**src/rtl/io_stall_controller.sv**
```systemverilog
// io_stall_controller: sequences the IN and OUT instructions.
// IN stalls the PC until a debounced press of `ready`, then latches the
// switches and releases the pipeline for one retire cycle.
// OUT latches the register value into the display register and can
// optionally hold the PC for OUT_HOLD extra cycles so the value stays visible.
module io_stall_controller #(
   parameter int unsigned DEBOUNCE_CYCLES = 4,  // 1..255
   parameter int unsigned OUT_HOLD        = 0   // 0..255
) (
   input  logic        clk,
   input  logic        n_reset,
   input  logic        io_in_req,
   input  logic        io_out_req,
   input  logic        ready,
   input  logic [15:0] switches,
   input  logic [31:0] out_data,
   output logic        stall,
   output logic [15:0] in_data,
   output logic        in_valid,
   output logic [31:0] display,
   output logic        err
);

   typedef enum logic [2:0] {
      IDLE,
      WAIT_RELEASE,
      WAIT_PRESS,
      HOLD,
      DONE
   } state_t;

   // Terminal counts; the HOLD value wraps when OUT_HOLD is 0, but HOLD is
   // never entered in that configuration.
   localparam logic [7:0] DEB_LAST  = 8'(DEBOUNCE_CYCLES - 1);
   localparam logic [7:0] HOLD_LAST = 8'(OUT_HOLD - 1);
   localparam bit         HAS_HOLD  = (OUT_HOLD != 0);

   state_t      state_q;
   logic [7:0]  cnt_q;
   logic        sync1_q;
   logic        sync2_q;      // ready_s: the only view of the button we trust
   logic        done_is_in_q;
   logic [15:0] in_data_q;
   logic [31:0] display_q;
   logic        err_q;

   // Two-flop synchronizer plus the IN/OUT sequencer; cnt is cleared on every state change.
   always_ff @(posedge clk) begin
      if (!n_reset) begin
         state_q      <= IDLE;
         cnt_q        <= 8'd0;
         sync1_q      <= 1'b0;
         sync2_q      <= 1'b0;
         done_is_in_q <= 1'b0;
         in_data_q    <= 16'd0;
         display_q    <= 32'd0;
         err_q        <= 1'b0;
      end else begin
         sync1_q <= ready;
         sync2_q <= sync1_q;
         case (state_q)
            IDLE: begin
               if (io_in_req) begin
                  // IN wins a conflict; the OUT half is dropped but remembered as an error.
                  if (io_out_req) err_q <= 1'b1;
                  cnt_q   <= 8'd0;
                  // A button already held when IN arrives is not a new press.
                  state_q <= sync2_q ? WAIT_RELEASE : WAIT_PRESS;
               end else if (io_out_req) begin
                  display_q <= out_data;
                  if (HAS_HOLD) begin
                     cnt_q   <= 8'd0;
                     state_q <= HOLD;
                  end
               end
            end
            WAIT_RELEASE: begin
               if (!sync2_q) begin
                  cnt_q   <= 8'd0;
                  state_q <= WAIT_PRESS;
               end
            end
            WAIT_PRESS: begin
               if (!sync2_q) begin
                  cnt_q <= 8'd0;               // bounce: restart the run of highs
               end else if (cnt_q == DEB_LAST) begin
                  in_data_q    <= switches;    // switches sampled at this edge only
                  done_is_in_q <= 1'b1;
                  cnt_q        <= 8'd0;
                  state_q      <= DONE;
               end else begin
                  cnt_q <= cnt_q + 8'd1;
               end
            end
            HOLD: begin
               if (cnt_q == HOLD_LAST) begin
                  done_is_in_q <= 1'b0;
                  cnt_q        <= 8'd0;
                  state_q      <= DONE;
               end else begin
                  cnt_q <= cnt_q + 8'd1;
               end
            end
            DONE: begin
               // Requests still present here belong to the retiring instruction.
               cnt_q   <= 8'd0;
               state_q <= IDLE;
            end
            default: begin
               cnt_q   <= 8'd0;
               state_q <= IDLE;
            end
         endcase
      end
   end

   // Stall decode; held low while reset is asserted so a pending request
   // cannot freeze the PC before the sequencer is running.
   always_comb begin
      stall = 1'b0;
      if (n_reset) begin
         case (state_q)
            IDLE:                          stall = io_in_req | (io_out_req & HAS_HOLD);
            WAIT_RELEASE, WAIT_PRESS, HOLD: stall = 1'b1;
            default:                       stall = 1'b0;
         endcase
      end
   end

   assign in_valid = n_reset & (state_q == DONE) & done_is_in_q;
   assign in_data  = in_data_q;
   assign display  = display_q;
   assign err      = err_q;

endmodule

```
**config.mk**
```make
export PLATFORM = sky130hd
export DESIGN_NAME = io_stall_controller
export DESIGN_NICKNAME = d
export VERILOG_FILES = /design/src/rtl/io_stall_controller.sv
export SDC_FILE = /design/constraint.sdc
export NUM_CORES = 1
export LEC_CHECK = 0
export BUFFER_PORTS_ARGS = -buffer_cell sky130_fd_sc_hd__buf_4
export CORE_UTILIZATION = 51
export DETAILED_ROUTE_END_ITERATION = 10
export PLACE_DENSITY = 0.95
export RECOVER_POWER = 100
export SETUP_SLACK_MARGIN = 0.5
export SLEW_MARGIN = 20
export SYNTH_ARGS = -nofsm -noshare
export SYNTH_HDL_FRONTEND = slang
export SYNTH_SLANG_ARGS = --single-unit
```
**constraint.sdc**
```tcl
create_clock -name clk -period 3.4 [get_ports clk]
set_clock_uncertainty 0.15 [all_clocks]
set_input_delay 0.17 -clock clk [delete_from_list [all_inputs] [get_ports clk]]
set_output_delay 0.17 -clock clk [all_outputs]
set_load 0.005 [all_outputs]
```
==> reports/qor.yml, run 1 <==
status: "finished clean"
max_slew_margin_pct: 20.6
fp.dieH_um: 72.6
nNetsFinal: 480
hold_end: "state_q[0]"
yosysWarnings: 0
r2r_cells: 4
yosysTopAreaCell: "dfxtp_1"
synth-simple-area-share_pct: 23.8
min_period_ps: 2560
ant_nets: 0
worst_pin_slew_ps: 1190
synth_cell_types: 38
syn_area_mm2: 0.00254
die_area_mm2: 0.00528
postLayoutCellArea_mm2: 0.00396
postPlaceCellArea_mm2: 0.00333
setup_viol: 0
grtUsageMet1_pct: 32.5
p_leak_nw: 1.70
wl_per_cell_um: 17.0
h-tree-depth: 3
cts.clk_slew.worst_paths_ps: 70
drc: 0
worstSetupPathType: "flop to flop"
grt_pass1_wl_um: 12600
synth_edf_count: 0
tns_ps: 0
ys_seq_elements: 63
yosysMostFrequentCell: "nand2_1"
slew_viol_final: 0
cts_tree: "done"
fp.coreArea_mm2: 0.00475
slowest_stage: "and3_1"
synth_compound_area_share_pct: 14.7
max_freq_ghz: 0.390
wirelength_um: 8450
grt.total_usage_pct: 32.0
gr-usage-met3_pct: 10.2
die_x_um: 72.6
critical_path.cell_chain: "nor2_1, and3_1, nand2_1, a21boi_0"
vias_per_cell: 5.30
placedCellCount: 433
ys_seq_area_share_pct: 49.6
r2r_start: "state_q[2]"
path_buf_inv: 0
postSynthCellCount: 278
layout.cells.non_filler: 497
crit_fanout: 32
synth_fa_ha_area_share_pct: 0.492
start_util_pct: 53.5
syn-num-nets: 332
cp_top_family: "simple AND/OR/NAND/NOR gates"
max-cap-violations: 0
synth_ff_type: "dfxtp_1"
ys_top_cells_by_count: "nand2_1, dfxtp_1, a21boi_1"
hold_path.class: "primary input to flop"
fin_crit_sh_pct: 75.4
top_usage_layer: "met2"
cp_data_arrival_time_ps: 2640
synth_top_family_by_area: "simple AND/OR/NAND/NOR gates"
area_growth_pct: 55.6
worstHoldPathCells: 3
synthXorXnorAreaFrac_pct: 1.38
grt_max_degree: 59
vias: 2634
clk_latency_ps: 340
place.port_buffers: 103
grt_pass1_vias: 2706
r2r-end: "display[15]"
cts.sinks: 63
crit_required_ps: 3480
synth_top_cell_area_share_pct: 49.6
synth_mux_area_share_pct: 6.29
hold_viol_final: 0
io_pins: 104
yosys-top-cells-area: "dfxtp_1, nand2_1, a21boi_1"
slowest_delay_ps: 1020
end_kind: "flop"
dpl.hpwl_um: 4080
drt-initial-drc-count: 132
min_from: "io_in_req"
drive_gt1_share_pct: 26.5
irDropWorstVdd_mv: 0.286
grtUsageMet2_pct: 59.3
rsz0062_at_grt: "false"
grt_overflow: 0
worstSetupStartpointType: "flop"
clk_path_buf_depth: 2
rows: 25
n_antenna_cell: 0
avgSynthCellArea_um2: 9.15
cts_buffers: 9
powerDensity_mw_per_mm2: 415
place_congestion: 0.736
rrSetupSlack_ps: 840
antenna_found_initial: 0
cts_root_buf: "clkbuf_8"
ys_async_sr_fraction_pct: 0
cts_resized: 0
dr.pass1.iters: 4
## layout by cell type, fill, tap and decap left out, types with 3 or more instances in the layout
cell type	count
nand2_1	71
dfxtp_1	63
buf_4	52
dlygate4sd3_1	49
clkbuf_4	44
a21boi_0	30
mux2i_1	16
nor2b_1	16
clkbuf_8	12
clkbuf_1	9
nor2_1	8
a21oi_1	8
nand3_1	6
xnor2_1	4
nor3b_1	3
a21boi_1	3
a31oi_1	3
o21ai_0	3
## cell type report
type / count / area (um2)
clock inverter: 3 / 17.5
inverter: 2 / 7.51
sequential: 63 / 1260
fill: 266 / 795
clock buffer: 12 / 165
multi-input combinational: 196 / 1180
tap: 67 / 83.8
timing repair buffer: 154 / 1240
## routing by layer
layer  vias to the layer above  wire (um)
met5                         -          0
met4                         0        231
met3                        27        638
met2                       146       4400
met1                      1231       3180
li1                       1230          -
## registers in the layout, summed over array words and instances (netlist names)
| name | cells |
|---|---|
| display | 32 |
| in_data | 16 |
| cnt_q | 8 |
| state_q | 3 |
| done_is_in_q | 1 |
| err | 1 |
| sync1_q | 1 |
| sync2_q | 1 |
## cell families after synthesis
group | after synthesis
mux | 16
compound gates | 52
flops | 63
buf+inv | 19
xor+xnor | 4
fa+ha+maj | 1
simple gates | 123
## timing repair
item | in CTS | in global routing
hold endpoints to repair | 49 | 0
setup buffers | 0 | 0
hold buffers | 49 | 0
## worst min-delay path: cells and delay by family
kind                   cells  cell delay [ps]
buffers and inverters      1              110
AND/OR/NAND/NOR            2              240
## metrics by stage
step,util (%),power (W),hold slack [ps],setup WS (ps)
after global placement,70.0,0.000989,233,1360
after CTS,84.2,0.00163,79.8,1230
final,83.3,0.00164,88.4,838
after detailed placement,70.0,0.000996,238,1260
after global routing,83.3,0.00170,116,716
after floorplan,-,0.000899,147,1580
## worst max path at each step
stage	slack, ps	start	end	cells past startpoint
after floorplan	1580	cnt_q[0]	in_data[10]	7
after global placement	1360	state_q[2]	display[16]	4
after detailed placement	1260	state_q[2]	display[28]	4
after CTS	1230	state_q[2]	display[28]	4
after global routing	720	state_q[2]	display[13]	4
final	840	state_q[2]	display[15]	4
## power by group
part           internal, W  leakage, nW  total [W]  switching, W
Combinational     0.000136         1.09   0.000245      0.000109
Sequential        0.000767        0.511   0.000789     0.0000225
Clock             0.000318       0.0942   0.000610      0.000292
Total              0.00122         1.70    0.00164      0.000423
(Power assumes the default switching activity.)
==> inputs of run 2 (changes only) <==
ABC_AREA = 1   (was unset)
CORE_UTILIZATION = 43   (was 51)
PLACE_DENSITY = 0.86   (was 0.95)
clock period = 2.35 ns   (was 3.4 ns; I/O delays follow)
==> reports/qor.yml, run 2 <==
fillCellCount: 390  # +47%
critical_path.cell_chain: "nor2_4, inv_1, nor2_4, nand3_2, clkbuf_2, o21ai_0, nor2_1"
avgSynthCellArea_um2: 7.57  # -17%
grt_overflow: 0  # unchanged
place_congestion: 0.828  # +13%
cts.clk_slew.worst_paths_ps: 80  # about the same
drt-initial-drc-count: 148  # +12%
synth-simple-area-share_pct: 29.4  # +5.5 points
p_leak_nw: 1.73  # +1.8%
synth_compound_area_share_pct: 12.4  # -2.3 points
clk_path_buf_depth: 2  # unchanged
largest_reg_flops: 32  # unchanged
hold_path.class: "primary input to flop"
multi_input_area_mm2: 0.00108  # -8.2%
die_area_mm2: 0.00626  # +19%
fp.coreArea_mm2: 0.00561  # +18%
cts_root_buf: "clkbuf_8"
synth_top_family_by_area: "simple AND/OR/NAND/NOR gates"
vias_per_cell: 4.99  # -5.8%
h-tree-depth: 3  # unchanged
slowest_delay_ps: 400  # -620 ps
yosysTopAreaCell: "dfxtp_1"
synth_ff_type: "dfxtp_1"
io_pins: 104  # unchanged
syn_area_mm2: 0.00256  # +0.54%
max-cap-violations: 0  # unchanged
status: "finished clean"
grt_max_degree: 40  # -32%
grt_pass1_wl_um: 13000  # +3.0%
cp_data_arrival_time_ps: 2030  # -610 ps
grt.total_usage_pct: 26.7  # -5.2 points
antenna_found_initial: 0  # unchanged
max_freq_ghz: 0.511  # +31%
cpMostUsedCell: "nor2_4"
syn-num-nets: 392  # +18%
min_from: "n_reset"
postSynthCellCount: 338  # +22%
drc: 0  # unchanged
cts_tree: "done"
seq_area_mm2: 0.00126  # unchanged
wirelength_um: 7850  # -7.1%
yosysWarnings: 0  # unchanged
layout_commonest_cell: "nor2_1"
wl_per_cell_um: 13.9  # -18%
ant_nets: 0  # unchanged
final_cell_mix: "nor2_1, dfxtp_1, buf_4"
fp.dieH_um: 79.1  # +8.9%
dr.pass1.iters: 4  # unchanged
rows: 27  # +8.0%
r2r_start: "state_q[0]"
tns_ps: 0  # unchanged
n_antenna_cell: 0  # unchanged
fin_util_pct: 71.8  # -11 points
crit_start: "state_q[0]"
yosys-top-cells-area: "dfxtp_1, nor2_1, o21ai_0"
slew_viol_final: 0  # unchanged
place.port_buffers: 103  # unchanged
grt_pass1_vias: 2980  # +10%
synth_top_cell_area_share_pct: 49.3  # -0.27 points
powerDensity_mw_per_mm2: 836  # +100%
crit_fanout: 32  # unchanged
dpl.hpwl_um: 4420  # +8.5%
ys_seq_elements: 63  # unchanged
worstSetupPathType: "flop to flop"
worstSetupStartpointType: "flop"
crit_required_ps: 2420  # -1060 ps
synth_edf_count: 0  # unchanged
hold_viol_final: 0  # unchanged
drive_gt1_share_pct: 25.6  # -0.95 points
vias: 2820  # +7.1%
area_growth_pct: 57.4
ys_seq_area_share_pct: 49.3  # -0.27 points
die_x_um: 79.1  # +8.9%
worst_pin_slew_ps: 678  # -512 ps
start_util_pct: 45.6  # -7.9 points
cts.sinks: 63  # unchanged
nNetsFinal: 542  # +13%
ys_async_sr_fraction_pct: 0  # unchanged
yosysMostFrequentCell: "nor2_1"
irDropWorstVdd_mv: 0.556  # +94%
cts_buffers: 9  # unchanged
synth_cell_types: 25  # -34%
max_slew_margin_pct: 54.5  # +34 points
ys_top_cells_by_count: "nor2_1, dfxtp_1, nand2_1"
rsz0062_at_grt: "false"
slowest_stage: "dfxtp_1"
setup_viol: 0  # unchanged
fin_crit_sh_pct: 83.3  # +7.9 points
clk_latency_ps: 340  # about the same
synthXorXnorAreaFrac_pct: 0.342  # -1.0 points
min_period_ps: 1960  # -606 ps
synth_fa_ha_area_share_pct: 0.489  # -0.0026 points
synth_mux_area_share_pct: 0  # -6.3 points
end_kind: "flop"
==> run 2: cell count changes after synthesis, moves of 4 or more <==
cell      before  now
a21boi_1      33    0
inv_1          2   18
mux2i_1       16    0
o21ai_0        3   37
inv_2          0    4
nand3_1        6   26
nand2_1       71   49
nor2b_1       16    0
xnor2_1        4    0
a21oi_2        0    4
nor2_1         7   87
a21oi_1        8   18
==> run 2: routing by layer <==
layer,vias up,wire length [um],GRT usage (%)
met4,0,227,12.7
met5,-,0,0
li1,1383,-,-
met1,1303,3250,29.5
met3,22,468,8.05
met2,112,3910,46.6
==> run 2: path summary, 6_finish.rpt <==
kind | end | slack [ps] | depth (start not counted)
setup / recovery | display[13] | 390 | 7
setup reg to reg | display[13] | 390 | 7
hold reg to reg | sync2_q | 270 | 2
hold / removal | sync2_q | 30 | 3
==> run 2: cell families (layout without fill, tap and decap cells) <==
group	after synthesis	count (layout)
and+or+nand+nor	174	174
DFF	63	63
buffers and inverters	39	194
xor gates and xnor gates	1	1
AOI/OAI and AO/OA	60	60
adders and majority gates	1	1
==> run 2: through the flow <==
| stage | total power, W | hold slack, ps | setup slack (ps) | instance area (um2) | cells |
|---|---|---|---|---|---|
| 2_1_floorplan | 0.00191 | 65.1 | 849 | 2560 | 338 |
| 3_3_place_gp | 0.00220 | 157 | 695 | 3310 | 498 |
| 3_5_place_dp | 0.00222 | 156 | 595 | 3310 | 498 |
| 4_1_cts | 0.00337 | 19.2 | 579 | 4060 | 565 |
| 5_1_grt | 0.00355 | 58.4 | 276 | 4030 | 565 |
| 6_report | 0.00336 | 29.1 | 394 | 4030 | 565 |
==> run 2: layout make-up <==
class | count | area share (%)
clock buffers | 12 | 3.85
multi-input cells | 236 | 26.9
clock inverters | 4 | 1.90
well taps | 72 | 2.24
inverters | 22 | 2.14
repair buffers | 156 | 31.6
flip-flops and latches | 63 | 31.3
==> run 2: power by group <==
| part | total, W | switching (W) | internal, W |
|---|---|---|---|
| Clock | 0.00108 | 0.000420 | 0.000660 |
| Sequential | 0.00134 | 0.000121 | 0.00122 |
| Combinational | 0.000944 | 0.000527 | 0.000417 |
| Total | 0.00336 | 0.00107 | 0.00230 |
==> run 2: critical path, delay by kind of cell (launching register included) <==
family	cells	cell delay, ps
AND/OR/NAND/NOR	4	440
buffers and inverters	2	450
flip-flops	1	400
AO/OA/AOI/OAI	1	390
==> run 2: repair_timing <==
item                                    CTS  global route
hold buffers                             51             0
endpoints found under the setup margin    0            21
hold endpoints to repair                 50             0
resized for setup                         0             5
buffers inserted                          0             0
